$ cat config.mk
export PLATFORM = sky130hd
export DESIGN_NAME = seven_segment_scanner
export DESIGN_NICKNAME = d
export VERILOG_FILES = /design/src/rtl/seven_segment_scanner.sv
export SDC_FILE = /design/constraint.sdc
export NUM_CORES = 1
export LEC_CHECK = 0
export ABC_AREA = 0
export ABC_CLOCK_PERIOD_IN_PS = 2800
export BUFFER_PORTS_ARGS = -buffer_cell sky130_fd_sc_hd__buf_2
export CAP_MARGIN = 20
export CORE_MARGIN = 8
export CORE_UTILIZATION = 49
export DETAILED_ROUTE_END_ITERATION = 8
export PLACE_DENSITY = 0.78
export SETUP_SLACK_MARGIN = 0.05
export SLEW_MARGIN = 10
export SYNTH_ARGS = -nofsm -noshare
export SYNTH_HDL_FRONTEND = slang
export SYNTH_SLANG_ARGS = --single-unit
$ cat constraint.sdc
create_clock -name clk -period 2.8 [get_ports clk]
set_clock_uncertainty 0.15 [all_clocks]
set_input_delay 0.28 -clock clk [delete_from_list [all_inputs] [get_ports clk]]
set_output_delay 0.28 -clock clk [all_outputs]
set_load 0.05 [all_outputs]
$ cat src/rtl/seven_segment_scanner.sv
// Multiplexed hex seven-segment driver. Loads are double-buffered and take effect
// only at frame boundaries, so a digit never changes partway through a frame.
module seven_segment_scanner #(
  parameter int NUM_DIGITS = 4,
  parameter int SCAN_DIV   = 50000,
  parameter bit ACTIVE_LOW = 1'b1
) (
  input  logic                    clk,
  input  logic                    clr,
  input  logic [4*NUM_DIGITS-1:0] data_in,
  input  logic [NUM_DIGITS-1:0]   dp_in,
  input  logic [NUM_DIGITS-1:0]   blank_in,
  input  logic                    lzs,
  input  logic                    load,
  output logic [6:0]              seg,
  output logic                    dp,
  output logic [NUM_DIGITS-1:0]   digit_en,
  output logic                    frame_pulse,
  output logic                    pending
);

  localparam int CW = $clog2(SCAN_DIV);
  localparam int IW = (NUM_DIGITS > 1) ? $clog2(NUM_DIGITS) : 1;
  localparam logic [CW-1:0] CNT_LAST = CW'(SCAN_DIV - 1);
  localparam logic [IW-1:0] IDX_LAST = IW'(NUM_DIGITS - 1);

  logic [CW-1:0] scanCount;
  logic [IW-1:0] digitIdx;
  logic          tick;
  logic          frameEdge;

  logic [4*NUM_DIGITS-1:0] shadowData, activeData;
  logic [NUM_DIGITS-1:0]   shadowDp, activeDp;
  logic [NUM_DIGITS-1:0]   shadowBlank, activeBlank;

  logic [3:0]            curNibble;
  logic                  curDp;
  logic                  curBlank;
  logic                  zeroRun;
  logic [6:0]            segRaw;
  logic [NUM_DIGITS-1:0] digitOneHot;

  assign tick      = (scanCount == CNT_LAST);
  assign frameEdge = tick && (digitIdx == IDX_LAST);

  always_ff @(posedge clk or posedge clr) begin
    if (clr) begin
      scanCount <= '0;
      digitIdx  <= '0;
    end else if (tick) begin
      scanCount <= '0;
      digitIdx  <= (digitIdx == IDX_LAST) ? '0 : digitIdx + IW'(1);
    end else begin
      scanCount <= scanCount + CW'(1);
    end
  end

  // A load landing on the boundary bypasses the shadow so pending never rises.
  always_ff @(posedge clk or posedge clr) begin
    if (clr) begin
      shadowData  <= '0;
      shadowDp    <= '0;
      shadowBlank <= '0;
      activeData  <= '0;
      activeDp    <= '0;
      activeBlank <= '0;
      pending     <= 1'b0;
      frame_pulse <= 1'b0;
    end else begin
      frame_pulse <= 1'b0;
      if (load) begin
        shadowData  <= data_in;
        shadowDp    <= dp_in;
        shadowBlank <= blank_in;
      end
      if (frameEdge) begin
        pending <= 1'b0;
        if (load) begin
          activeData  <= data_in;
          activeDp    <= dp_in;
          activeBlank <= blank_in;
          frame_pulse <= 1'b1;
        end else if (pending) begin
          activeData  <= shadowData;
          activeDp    <= shadowDp;
          activeBlank <= shadowBlank;
          frame_pulse <= 1'b1;
        end
      end else if (load) begin
        pending <= 1'b1;
      end
    end
  end

  // Walk from the most significant digit down so zeroRun tracks "this and all above are zero".
  always_comb begin
    curNibble   = '0;
    curDp       = 1'b0;
    curBlank    = 1'b0;
    zeroRun     = 1'b1;
    digitOneHot = '0;
    for (int i = NUM_DIGITS - 1; i >= 0; i--) begin
      zeroRun = zeroRun && (activeData[4*i +: 4] == 4'h0);
      if (digitIdx == IW'(i)) begin
        digitOneHot[i] = 1'b1;
        curNibble      = activeData[4*i +: 4];
        curDp          = activeDp[i];
        curBlank       = activeBlank[i] || (lzs && (i != 0) && zeroRun);
      end
    end
  end

  always_comb begin
    segRaw = 7'h00;
    case (curNibble)
      4'h0: segRaw = 7'h3F;
      4'h1: segRaw = 7'h06;
      4'h2: segRaw = 7'h5B;
      4'h3: segRaw = 7'h4F;
      4'h4: segRaw = 7'h66;
      4'h5: segRaw = 7'h6D;
      4'h6: segRaw = 7'h7D;
      4'h7: segRaw = 7'h07;
      4'h8: segRaw = 7'h7F;
      4'h9: segRaw = 7'h6F;
      4'hA: segRaw = 7'h77;
      4'hB: segRaw = 7'h7C;
      4'hC: segRaw = 7'h39;
      4'hD: segRaw = 7'h5E;
      4'hE: segRaw = 7'h79;
      4'hF: segRaw = 7'h71;
      default: segRaw = 7'h00;
    endcase
  end

  always_ff @(posedge clk or posedge clr) begin
    if (clr) begin
      seg      <= {7{ACTIVE_LOW}};
      dp       <= ACTIVE_LOW;
      digit_en <= {NUM_DIGITS{ACTIVE_LOW}};
    end else begin
      seg      <= (curBlank ? 7'h00 : segRaw) ^ {7{ACTIVE_LOW}};
      dp       <= (curDp && !curBlank) ^ ACTIVE_LOW;
      digit_en <= digitOneHot ^ {NUM_DIGITS{ACTIVE_LOW}};
    end
  end

endmodule

==> flow_summary_export.csv <==
group,metric,value,unit
grt,grt_pass1_wl,11.3,mm
sta,timing.final.crit_period,2.55,ns
synth,yosys.area.top_type,"dfrtp_1",
final_layout,layout.nets,372,
sta,totalNegativeSetupSlack,0,ns
placed_design,place_area,0.00397,mm2
synth,synthXorXnorAreaFrac,3.37,%
synth,ys_warn_count,0,
sta,max_freq,0.393,GHz
synth,synth_fp_nets,321,
critical_path,slowest_stage,"dfrtp_1",
synth,async_reset_ff_share,100,%
sta,slew_headroom,64.4,%
drt,wire_per_inst,15.2,um
power_and_ir_drop,power.total,0.00225,W
synth,synthFlopType,"dfrtp_1",
critical_path,crit_family,"compound AO/OA/AOI/OAI gates",
power_and_ir_drop,p_seq_share,53.2,%
placed_design,place_hpwl,4.86,mm
synth,syn_area,0.00364,mm2
synth,synth-adder-area-share,3.78,%
cts,clock_latency,0.36,ns
final_layout,syn2layout_area_growth,15.7,%
critical_path,crit_buf_inv,3,
synth,syn_inst,282,
drt,ant_nets,0,
sta,rsz0062_at_grt,"false",
grt,grt_antenna_before_repair,0,
die,pin_count,42,
power_and_ir_drop,p_per_area,534,mW/mm2
drt,first_pass_iters,4,
die,initial_core_util,50.5,%
final_layout,antenna_cells,0,
cts,numCtsBuffers,9,
synth,synth_compound_area_share,6.73,%
status,outcome,"complete, no violations",
grt,grt.total_usage,14.0,%
cts,htree_levels,3,
drt,vias,2242,
sta,finalHoldViolations,0,
critical_path,cp_slowest_stage_delay,0.40,ns
cts,ctsLongestPathBuffers,2,
cts,root_buffer,"clkbuf_8",
placed_design,place_congestion,0.870,
sta,finalCritPeriodShare,90.9,%
grt,grt_pass1_vias,2301,
critical_path,crit_path_end_kind,"flip-flop",
cts,post-cts-setup-buffer-count,0,
sta,worstMarginPinSlew,0.532,ns
power_and_ir_drop,intPower,0.00177,W
drt,wl,6.63,mm
power_and_ir_drop,combPwrFrac,4.6,%
final_layout,finish.utilization,58.4,%
power_and_ir_drop,cellLeakagePower,2.09,nW
critical_path,crit_type,"reg2reg",
synth,synth_top_family_by_area,"multiplexers",
critical_path,crit_chain,"inv_1 > ha_1 > inv_1 > o22ai_1 > a21o_1 > inv_1 > ha_1 > nand2b_1 > a311o_1",
sta,fin_hold_ws,0.0207,ns
synth,avgSynthCellArea,12.9,um2
synth,ys_seq_elements,80,
critical_path,startpoint_type,"flip-flop",
sta,setup_violations,0,
drt,drcViolationCount,0,
critical_path,crit_top_cell,"inv_1",
synth,synth_seq_area_share,55.4,%
drt,drt_iter0_markers,128,
critical_path,r2r_start,"digitIdx[0]",
die,fp.dieH,102,um
critical_path,critPathLaunch,"digitIdx[0]",
final_layout,design_area,0.00421,mm2
synth,synth_mux_area_share,17.4,%
synth,synth_edf_count,0,
sta,maxSlewViolCount,0,
synth,synth_top_cells_by_area,"dfrtp_1, mux2_2, dfstp_2, mux2_4, ha_1",
die,die_area,0.0104,mm2
power_and_ir_drop,switching_share,21.5,%
power_and_ir_drop,p_sw,0.000484,W
synth,synth_simple_gate_area_share,11.0,%
critical_path,required,2.93,ns
die,core,0.00721,mm2
power_and_ir_drop,pwr-share-clk,42.2,%
power_and_ir_drop,irDropWorstVdd,0.318,mV
final_layout,layout-drive-gt1-share,38.5,%
placed_design,io_buffers,41,
drt,post_drt_via_cell_ratio,5.13,
cts,cts_tree,"done",
critical_path,crit_path_max_fanout,8,
critical_path,arrival,2.68,ns
hold_path,hold_class,"in2reg",
cts,cts_sinks,80,
die,die_width,102,um
cts,cts.clk_slew.worst_paths,0.08,ns
grt,grt_overflow,0,
hold_path,hp-start,"data_in[14]",
synth,synth.top_cell.area_share,46.7,%
flow_run,maxCapViolCount,0,
final_layout,fillers,602,
synth,synth_cell_type_count,46,
grt,grt_max_degree,42,
die,row_count,31,
==> per-layer routing <==
metal	vias up	global-route usage [%]	share of wire, %
met3	10	3.88	5.5
met4	0	6.09	1.8
met1	1086	18.5	47
met5	-	0	0
li1	1099	-	-
met2	47	21.0	46
==> final timing paths <==
check	depth (start not counted)	slack [ns]	endpoint
hold / removal	2	0.02	shadowData[14]
max in group asynchronous	4	1.70	seg[0]
min in group asynchronous	4	0.44	activeData[13]
setup reg to reg	9	0.25	seg[5]
setup / recovery	9	0.25	seg[5]
hold reg to reg	1	0.34	scanCount[0]
==> layout by cell type (no fill, tap or decap), drive strengths merged, types with 3 or more instances in the layout <==
cell / instances
buf: 46
a221o: 3
ha: 11
clkinvlp: 3
nand3: 11
xor2: 9
o211ai: 3
clkbuf: 10
and3: 4
o21ai: 4
a21oi: 3
nor2: 22
xnor2: 5
inv: 13
dfstp: 12
nand2: 14
nand4: 3
mux2: 49
nor2b: 3
dfrtp: 68
nand2b: 3
nor3: 8
==> logic make-up after synthesis <==
logic type,count (synthesis)
DFF,80
muxes,50
xor gates and xnor gates,14
and+or+nand+nor,76
adders and majority gates,11
AOI/OAI and AO/OA,32
buffers and inverters,19
==> cells in the mapped netlist (3+ instances only) <==
cell,number
inv_1,12
ha_1,11
nor3_1,8
nand4_1,3
mux2_2,30
nand3_1,10
dfrtp_1,68
dfstp_2,12
and3_1,4
o211ai_1,3
a221o_1,3
nor2_1,21
nand2b_1,3
xnor2_1,5
nor2b_1,3
o21ai_0,4
mux2_4,19
nand2_1,14
xor2_1,9
a21oi_1,3
==> flip-flops by register name, indices dropped and copies added (netlist names) <==
name / cells
shadowBlank: 4
seg: 7
digitIdx: 2
dp: 1
activeDp: 4
scanCount: 16
activeBlank: 4
pending: 1
shadowData: 16
activeData: 16
frame_pulse: 1
digit_en: 4
shadowDp: 4
==> through the flow <==
stage | instances | setup slack [ns]
2_1_floorplan | 282 | 0.200
3_3_place_gp | 420 | 0.189
3_5_place_dp | 420 | 0.152
4_1_cts | 437 | 0.139
5_1_grt | 437 | 0.0561
6_report | 437 | 0.254
==> power by group through the flow <==
stage	Clock (W)	Combinational, W	Sequential (W)
3_3_place_gp	0	0.000103	0.00122
3_5_place_dp	0	0.000107	0.00122
4_1_cts	0.000978	0.000108	0.00120
2_1_floorplan	0	0.0000679	0.00122
5_1_grt	0.00102	0.000118	0.00120
6_report	0.000950	0.000104	0.00120
==> layout make-up <==
class	instances	area [um2]	area share, %
clock buffer	10	138	3.27
inverter	12	45.0	1.07
sequential	80	2020	47.9
multi-input combinational	183	1550	36.7
timing repair buffer	47	253	6.00
tap	99	124	2.94
clock inverter	6	91.3	2.17
==> repair_timing <==
action | 4_1_cts | 5_1_grt
resized for setup | 0 | 2
hold endpoints to repair | 68 | 0
hold buffers | 1 | 0
setup endpoints to repair | 0 | 4
Note: power is estimated with default switching activity, not from simulation.
